`config.mk`:
```
export PLATFORM = sky130hd
export DESIGN_NAME = load_store_unit_flat
export DESIGN_NICKNAME = d
export VERILOG_FILES = /design/src/rtl/load_store_unit_if.sv /design/src/rtl/load_store_unit.sv /design/src/flat_wrapper.sv
export SDC_FILE = /design/constraint.sdc
export NUM_CORES = 1
export LEC_CHECK = 0
export BUFFER_PORTS_ARGS = -buffer_cell sky130_fd_sc_hd__buf_2
export CORE_MARGIN = 1.5
export CORE_UTILIZATION = 45
export CTS_CLUSTER_DIAMETER = 80
export DETAILED_ROUTE_END_ITERATION = 6
export GPL_TIMING_DRIVEN = 0
export PLACE_DENSITY = 0.77
export SYNTH_ARGS = -nofsm -noshare
export SYNTH_HDL_FRONTEND = slang
export SYNTH_SLANG_ARGS = --single-unit
```
`constraint.sdc`:
```
create_clock -name CLK -period 3.1 [get_ports CLK]
set_input_delay 0.465 -clock CLK [delete_from_list [all_inputs] [get_ports CLK]]
set_output_delay 0.465 -clock CLK [all_outputs]
set_load 0.01 [all_outputs]
```
`src/rtl/load_store_unit_if.sv`:
```
// load_store_unit_if: data-memory request/response bus of the load/store unit.
//   mem_req   - request valid, held until mem_ready is sampled high
//   mem_we    - 1 = write, 0 = read
//   mem_be    - byte enables (bit n = byte lane n)
//   mem_addr  - word-aligned byte address
//   mem_wdata - lane-replicated store data
//   mem_ready - memory accepts/completes the current request
//   mem_rdata - read word, valid together with mem_ready on loads
// Modports: master = load/store unit side, slave = memory side.
interface load_store_unit_if;
  logic        mem_req;
  logic        mem_we;
  logic [3:0]  mem_be;
  logic [31:0] mem_addr;
  logic [31:0] mem_wdata;
  logic        mem_ready;
  logic [31:0] mem_rdata;

  modport master (
    output mem_req, mem_we, mem_be, mem_addr, mem_wdata,
    input  mem_ready, mem_rdata
  );

  modport slave (
    input  mem_req, mem_we, mem_be, mem_addr, mem_wdata,
    output mem_ready, mem_rdata
  );
endinterface

```
`src/rtl/load_store_unit.sv`:
```
// load_store_unit: RV32I execute-to-memory stage. Takes the ALU result as the
// effective address, steers byte lanes, replicates store data, sign/zero
// extends load data, and talks to data memory over a req/ready handshake with
// a timeout. stall holds the upstream pipeline while an access is in flight.
//
// Ports:
//   CLK, RESET        - clock, synchronous active-high reset
//   valid_in          - EX-stage op valid
//   is_load/is_store  - op kind (both set = illegal)
//   funct3            - RV32I width/sign code
//   addr, wdata       - effective address, store data
//   rd_in             - load destination register
//   stall             - hold upstream pipeline
//   mem               - memory bus (load_store_unit_if.master)
//   load_valid        - one-cycle pulse, load_data/load_rd valid
//   load_data, load_rd- extended load result and its destination
//   err               - one-cycle pulse: illegal op, timeout or misalignment
//
// Build option: MISALIGN_TRAP_EN. When defined, misaligned H/HU/W accesses
// raise err and issue no request. When undefined, such accesses are forced to
// natural alignment and proceed normally.
module load_store_unit #(
  parameter int unsigned TIMEOUT_CYCLES = 255,
  parameter logic [31:0] RESET_ADDR_VAL = 32'h0
) (
  input  logic        CLK,
  input  logic        RESET,
  input  logic        valid_in,
  input  logic        is_load,
  input  logic        is_store,
  input  logic [2:0]  funct3,
  input  logic [31:0] addr,
  input  logic [31:0] wdata,
  input  logic [4:0]  rd_in,
  output logic        stall,
  load_store_unit_if.master mem,
  output logic        load_valid,
  output logic [31:0] load_data,
  output logic [4:0]  load_rd,
  output logic        err
);

  typedef enum logic [1:0] {IDLE, BUSY, DONE} state_t;

  state_t      state_reg;
  logic        mem_req_reg, mem_we_reg;
  logic [3:0]  mem_be_reg;
  logic [31:0] mem_addr_reg, mem_wdata_reg;
  logic        load_valid_reg, err_reg;
  logic [31:0] load_data_reg;
  logic [4:0]  load_rd_reg;
  logic [15:0] timeout_cnt_reg;
  logic        op_is_load_reg, op_unsigned_reg;
  logic [1:0]  op_size_reg, op_lane_reg;

  // ---------------- request decode (IDLE) ----------------
  logic        op_sel, f3_legal, misaligned, go_busy, op_err;
  logic [1:0]  lane;
  logic [3:0]  be_next;
  logic [31:0] store_data;

  assign op_sel = valid_in & (is_load ^ is_store);

  always_comb begin
    f3_legal = 1'b0;
    if (is_load)
      f3_legal = (funct3 == 3'b000) | (funct3 == 3'b001) | (funct3 == 3'b010) |
                 (funct3 == 3'b100) | (funct3 == 3'b101);
    else
      f3_legal = (funct3 == 3'b000) | (funct3 == 3'b001) | (funct3 == 3'b010);
  end

`ifdef MISALIGN_TRAP_EN
  assign misaligned = ((funct3[1:0] == 2'b01) & addr[0]) |
                      ((funct3[1:0] == 2'b10) & (addr[1:0] != 2'b00));
`else
  assign misaligned = 1'b0;
`endif

  // Lane offset after forcing natural alignment (H drops addr[0], W drops both).
  always_comb begin
    lane       = 2'b00;
    be_next    = 4'b1111;
    store_data = wdata;
    case (funct3[1:0])
      2'b00: begin
        lane       = addr[1:0];
        be_next    = 4'b0001 << addr[1:0];
        store_data = {4{wdata[7:0]}};
      end
      2'b01: begin
        lane       = {addr[1], 1'b0};
        be_next    = 4'b0011 << {addr[1], 1'b0};
        store_data = {2{wdata[15:0]}};
      end
      default: begin
        lane       = 2'b00;
        be_next    = 4'b1111;
        store_data = wdata;
      end
    endcase
  end

  assign go_busy = (state_reg == IDLE) & op_sel & f3_legal & ~misaligned;
  assign op_err  = (state_reg == IDLE) & valid_in &
                   ((is_load & is_store) | (op_sel & (~f3_legal | misaligned)));

  // Illegal ops are not stalled: holding them upstream would only repeat the error.
  assign stall = (state_reg == BUSY) | go_busy;

  // ---------------- load extraction ----------------
  logic [31:0] rdata_shifted, load_ext;

  assign rdata_shifted = mem.mem_rdata >> {op_lane_reg, 3'b000};

  always_comb begin
    load_ext = mem.mem_rdata;
    case (op_size_reg)
      2'b00:   load_ext = op_unsigned_reg ? {24'h0, rdata_shifted[7:0]}
                                          : {{24{rdata_shifted[7]}}, rdata_shifted[7:0]};
      2'b01:   load_ext = op_unsigned_reg ? {16'h0, rdata_shifted[15:0]}
                                          : {{16{rdata_shifted[15]}}, rdata_shifted[15:0]};
      default: load_ext = mem.mem_rdata;
    endcase
  end

  // ---------------- FSM ----------------
  always_ff @(posedge CLK) begin
    if (RESET) begin
      state_reg       <= IDLE;
      mem_req_reg     <= 1'b0;
      mem_we_reg      <= 1'b0;
      mem_be_reg      <= 4'b0000;
      mem_addr_reg    <= RESET_ADDR_VAL;
      mem_wdata_reg   <= 32'h0;
      load_valid_reg  <= 1'b0;
      load_data_reg   <= 32'h0;
      load_rd_reg     <= 5'd0;
      err_reg         <= 1'b0;
      timeout_cnt_reg <= 16'd0;
      op_is_load_reg  <= 1'b0;
      op_unsigned_reg <= 1'b0;
      op_size_reg     <= 2'b00;
      op_lane_reg     <= 2'b00;
    end else begin
      load_valid_reg <= 1'b0;
      err_reg        <= 1'b0;
      case (state_reg)
        IDLE: begin
          err_reg <= op_err;
          if (go_busy) begin
            state_reg       <= BUSY;
            mem_req_reg     <= 1'b1;
            mem_we_reg      <= is_store;
            mem_be_reg      <= be_next;
            mem_addr_reg    <= {addr[31:2], 2'b00};
            mem_wdata_reg   <= store_data;
            timeout_cnt_reg <= 16'd0;
            op_is_load_reg  <= is_load;
            op_unsigned_reg <= funct3[2];
            op_size_reg     <= funct3[1:0];
            op_lane_reg     <= lane;
            load_rd_reg     <= is_load ? rd_in : load_rd_reg;
          end
        end
        BUSY: begin
          if (mem.mem_ready) begin
            mem_req_reg <= 1'b0;
            if (op_is_load_reg) begin
              load_data_reg  <= load_ext;
              load_valid_reg <= 1'b1;
              state_reg      <= DONE;
            end else begin
              state_reg <= IDLE;
            end
          end else if (timeout_cnt_reg == 16'(TIMEOUT_CYCLES - 1)) begin
            mem_req_reg     <= 1'b0;
            err_reg         <= 1'b1;
            timeout_cnt_reg <= 16'd0;
            state_reg       <= IDLE;
          end else begin
            timeout_cnt_reg <= timeout_cnt_reg + 16'd1;
          end
        end
        DONE: begin
          state_reg <= IDLE;
        end
        default: state_reg <= IDLE;
      endcase
    end
  end

  assign mem.mem_req   = mem_req_reg;
  assign mem.mem_we    = mem_we_reg;
  assign mem.mem_be    = mem_be_reg;
  assign mem.mem_addr  = mem_addr_reg;
  assign mem.mem_wdata = mem_wdata_reg;
  assign load_valid    = load_valid_reg;
  assign load_data     = load_data_reg;
  assign load_rd       = load_rd_reg;
  assign err           = err_reg;

endmodule

```
`src/flat_wrapper.sv`:
```
// flat-port wrapper written by rule: the top's interface ports become plain ports
module load_store_unit_flat 
#(
  parameter int unsigned TIMEOUT_CYCLES = 255,
  parameter logic [31:0] RESET_ADDR_VAL = 32'h0
)
  (CLK, RESET, valid_in, is_load, is_store, funct3, addr, wdata, rd_in, stall, load_valid, load_data, load_rd, err, mem_mem_req, mem_mem_we, mem_mem_be, mem_mem_addr, mem_mem_wdata, mem_mem_ready, mem_mem_rdata);
  load_store_unit_if mem_i ();
  input  logic CLK;
  input  logic RESET;
  input  logic valid_in;
  input  logic is_load;
  input  logic is_store;
  input  logic [2:0] funct3;
  input  logic [31:0] addr;
  input  logic [31:0] wdata;
  input  logic [4:0] rd_in;
  output logic stall;
  output logic load_valid;
  output logic [31:0] load_data;
  output logic [4:0] load_rd;
  output logic err;
  output wire logic [$bits(mem_i.mem_req)-1:0] mem_mem_req;
  output wire logic [$bits(mem_i.mem_we)-1:0] mem_mem_we;
  output wire logic [$bits(mem_i.mem_be)-1:0] mem_mem_be;
  output wire logic [$bits(mem_i.mem_addr)-1:0] mem_mem_addr;
  output wire logic [$bits(mem_i.mem_wdata)-1:0] mem_mem_wdata;
  input wire logic [$bits(mem_i.mem_ready)-1:0] mem_mem_ready;
  input wire logic [$bits(mem_i.mem_rdata)-1:0] mem_mem_rdata;
  assign mem_mem_req = mem_i.mem_req;
  assign mem_mem_we = mem_i.mem_we;
  assign mem_mem_be = mem_i.mem_be;
  assign mem_mem_addr = mem_i.mem_addr;
  assign mem_mem_wdata = mem_i.mem_wdata;
  assign mem_i.mem_ready = mem_mem_ready;
  assign mem_i.mem_rdata = mem_mem_rdata;
  load_store_unit #(.TIMEOUT_CYCLES(TIMEOUT_CYCLES), .RESET_ADDR_VAL(RESET_ADDR_VAL)) u_core (.CLK(CLK), .RESET(RESET), .valid_in(valid_in), .is_load(is_load), .is_store(is_store), .funct3(funct3), .addr(addr), .wdata(wdata), .rd_in(rd_in), .stall(stall), .mem(mem_i), .load_valid(load_valid), .load_data(load_data), .load_rd(load_rd), .err(err));
endmodule
```
# Word level (Yosys, flattened, before mapping)
# Cells that the tools add are included.
# totals
register_bits	131
# op_classes
addsub	1
n_eq_ne	11
shift	3
muxes	24
bitwise_logic	17
reduce_logical	12
# op_table
cell	count
32-bit one-hot mux with 2 select lines	2
32-bit 2-to-1 mux	2
16-bit 2-to-1 mux	3
16-bit one-hot mux with 2 select lines	1
32-bit by 5-bit right shift with 16-bit output	1
16-bit by 1-bit adder with 16-bit output, second input constant	1
16-bit by 8-bit == test with 1-bit output, second input constant	1
3-bit AND reduction	4
2-bit 2-to-1 mux	4
2-bit one-hot mux with 2 select lines	2
4-bit one-hot mux with 2 select lines	1
1-bit AND	7
1-bit 2-to-1 mux	7
2-bit by 1-bit == test with 1-bit output, second input constant	3
3-bit == test, second input constant	2
2-bit zero test	3
1-bit bitwise OR	6
1-bit one-hot mux with 2 select lines	2
2-bit AND reduction	2
1-bit by 2-bit << shifter with 4-bit output, first input constant	1
2-bit by 2-bit << shifter with 4-bit output, first input constant	1
3-bit by 1-bit == test with 1-bit output, second input constant	1
3-bit by 2-bit == test with 1-bit output, second input constant	1
3-bit zero test	1
other kinds (7)	9

# Logic depth before layout (Yosys ltp)
# logic_depth
depth_word	11
mapped_depth	8

# Least setup slack after synthesis
# No wires, ideal clock.
# synth_timing
path_type	input-to-output
start	input port is_load
end	output port stall
arrival_ns	1.768
required_ns	2.635
path_slack_ns	0.867
path_stages	6
cell_sequence	ha_1 > nor4bb_1 > o21ai_1 > clkbuf_1 > clkbuf_1 > nand2_1
# synth_between
elab_chain_cells	5
# synth_lines
item	line	text
from (decl)	flat_wrapper.sv:12	input logic is_load;
1-bit bitwise XOR	load_store_unit.sv:62	assign op_sel = valid_in & (is_load ^ is_store);
1-bit AND	load_store_unit.sv:62	
1-bit AND	load_store_unit.sv:104	assign go_busy = (state_reg == IDLE) & op_sel & f3_legal & ~misaligned;
1-bit AND (*)	load_store_unit.sv:104	
1-bit bitwise OR (*)	load_store_unit.sv:109	assign stall = (state_reg == BUSY) | go_busy;
to (decl)	flat_wrapper.sv:18	output logic stall;
# Mark *: on every way between the ends. The rest lies on a longest branch, timed or not.

# Final worst setup path
# Same ends and word-level chain as after synthesis.

==> impl_metrics.json <==
{
  "vias": 6065,
  "relSlewSlack_pct": 44.3,
  "die-area_um2": 13600,
  "clkPwrFrac_pct": 50.1,
  "wl_mm": 18.1,
  "grt_max_degree": 17,
  "fin_area_um2": 7760,
  "cp_top_family": "buffers and inverters",
  "holdWs_ns": 0.283,
  "crit_path_max_fanout": 10,
  "start_kind": "input port",
  "worst-r2r-setup-slack_ns": 0.92,
  "multiInputGateArea_um2": 2890,
  "setup_violations": 0,
  "final_nets": 1059,
  "grt_overflow": 0,
  "drive_gt1_share_pct": 29.2,
  "drv_slew": 0,
  "via_per_inst": 5.36,
  "cp.required_ns": 2.63,
  "die_width_um": 116,
  "area_delta_synth_final_pct": 34.0,
  "tightest_slew_ns": 0.836,
  "place_area_um2": 7100,
  "grt_pass1_vias": 5626,
  "r2r.worst_path.cells": 7,
  "cp_slowest_stage_delay_ns": 0.49,
  "drc": 6,
  "synth_cells": 709,
  "violations": "design-rule violations",
  "cts_hold_repair.buffers": 0,
  "p_leak_uw": 0.00324,
  "rsz0062_at_grt": "false",
  "syn_avg_cell_area_um2": 8.17,
  "final_antenna_net_count": 0,
  "htree_levels": 4,
  "finClkSkew_ns": 0.00579,
  "gp_congestion": 0.898,
  "critPathKind": "input port to output port",
  "cp_common_cell": "buf_2",
  "dp_hpwl_mm": 13.2,
  "maxCapViolations": 0,
  "p_switching_uw": 1040,
  "drt_iter0_markers": 454,
  "cts_tree": "done",
  "synth_warnings": 0,
  "critPathCaptureType": "output port",
  "holdCritPathClass": "input port to flip-flop",
  "postCtsSetupBuffers": 0,
  "outcome": "complete, but fails checks",
  "post-place-cells": 1099,
  "synth_ff_type": "dfxtp_1",
  "worstPathArrival_ns": 2.57,
  "synth_edf_count": 0,
  "cts_sinks": 131,
  "cts_buffer_depth": 2,
  "crit_cells": 8,
  "period_minus_slack_ns": 3.04,
  "p_sw_share_pct": 23.4,
  "fp.coreArea_um2": 12600,
  "post-place-ws_ns": -0.0683,
  "antenna_found_initial": 0,
  "io_buffers": 217,
  "async_flop_share_pct": 0,
  "finalHoldViolations": 0,
  "cts_root_buf": "clkbuf_16",
  "synth_cell_types": 48,
  "pwr-share-seq_pct": 39.5,
  "ios": 220,
  "cts-buffers-inserted": 17,
  "fin_ws_ns": 0.0628,
  "grt_usage_pct": 27.2,
  "ys_ff_latch": 131,
  "worst_path_max_delay_cell": "clkbuf_1",
  "max_freq_ghz": 0.329,
  "worstSkewPairLatency_ns": 0.41,
  "peakVddDrop_mv": 0.549,
  "crit_path_cell_trace": "buf_2 -> ha_1 -> nor4bb_1 -> o21ai_1 -> clkbuf_1 -> clkbuf_2 -> nand2_1 -> buf_2",
  "finalCritPeriodShare_pct": 98.0,
  "cp_num_buf_inv": 4,
  "p_comb_share_pct": 10.4,
  "netlist_area_um2": 5790,
  "wire_per_inst_um": 16.0,
  "setup_tns_ns": 0,
  "cts.clk_slew.worst_paths_ns": 0.06,
  "p_per_area_nw_per_um2": 576,
  "first_pass_iters": 7,
  "seq_area_um2": 2620,
  "ys_seq_area_share_pct": 45.3,
  "rows": 41,
  "layout.cells.non_filler": 1131,
  "n_fill_cell": 1175,
  "p_int_uw": 3420,
  "grt_pass1_wl_mm": 28.5,
  "initial_core_util_pct": 46.1,
  "fp.dieH_um": 116,
  "worstHoldPathCells": 3
}
metal layers:
| layer | vias to the layer above | track usage (%) | part of all wire (%) |
|---|---|---|---|
| met5 | - | 0 | 0 |
| met4 | 0 | 10.2 | 2.1 |
| met3 | 28 | 8.61 | 9.3 |
| met2 | 286 | 43.3 | 47 |
| met1 | 2808 | 34.7 | 42 |
| li1 | 2943 | - | - |
cell families after synthesis:
group,after synthesis,share of synthesized area (%)
buffers and inverters,64,4.97
AND/OR/NAND/NOR,274,19.5
other,1,0.0647
AO/OA/AOI/OAI,190,21.6
flip-flops,131,45.3
XOR/XNOR,10,1.51
adder cells (fa/ha/maj),3,0.648
multiplexers,36,6.44
worst min-delay path: cells and delay by family:
| family | cells | cell delay, ns |
|---|---|---|
| buf+inv | 1 | 0.09 |
| simple gates | 1 | 0.04 |
| compound gates | 1 | 0.05 |
final cells by class:
class | instances | share of cell area, %
Multi-Input combinational cell | 515 | 37.2
Sequential cell | 131 | 33.8
Timing Repair Buffer | 217 | 14.0
Clock buffer | 22 | 6.24
Buffer | 58 | 3.43
Tap cell | 172 | 2.77
Clock inverter | 9 | 2.26
Inverter | 6 | 0.290
Antenna cell | 1 | 0.0322
power groups by stage:
| stage | Sequential, µW | Clock, µW | Combinational [µW] |
|---|---|---|---|
| final | 1770 | 2240 | 464 |
| after global routing | 1770 | 2340 | 512 |
| after floorplan | 1830 | 0 | 217 |
| after global placement | 1800 | 0 | 453 |
| after detailed placement | 1800 | 0 | 458 |
| after CTS | 1770 | 2260 | 462 |
metrics by stage:
step                      power (µW)  utilization, %
after floorplan                 2040               -
after global placement          2250            56.5
after detailed placement        2260            56.5
after CTS                       4490            61.7
after global routing            4620            61.7
final                           4470            61.7
repair_timing:
action,CTS,global route
endpoints found under the hold margin,0,0
setup endpoints to repair,1,0
gates resized for setup,1,0
synth_stat cells (7+ instances only):
cell type	instances	area, µm²
nand2_1	157	589
o21ai_0	19	95.1
nand3_1	9	45.0
a211oi_1	27	203
a211oi_2	10	125
o211ai_1	13	97.6
buf_2	11	55.1
o221ai_1	7	61.3
a311oi_1	10	87.6
xor2_1	8	70.1
mux2i_1	35	350
a21oi_1	81	405
dfxtp_1	131	2620
a22oi_1	7	52.6
nor2_1	81	304
clkbuf_1	37	139
placed cells by master (no fill, tap or decap), types with 6 or more instances in the layout:
cell / n
a211oi_1: 27
a22oi_1: 7
buf_2: 228
nor2_1: 81
inv_1: 6
o21ai_0: 19
nand3_1: 9
dfxtp_1: 131
xor2_1: 8
a211oi_2: 10
clkbuf_16: 17
nor3_1: 6
a311oi_1: 10
a21oi_1: 81
o211ai_1: 13
o221ai_1: 7
clkbuf_1: 37
mux2i_1: 35
nand2_1: 157
final timing paths:
path / startpoint / to
min: addr[25] / u_core.mem.mem_addr[25]
min reg2reg: u_core.mem.mem_addr[8] / u_core.mem.mem_addr[8]
max reg2reg: u_core.state_reg[1] / u_core.op_size_reg[0]
max: is_load / stall
No activity file was read; power rests on OpenSTA's default activity.
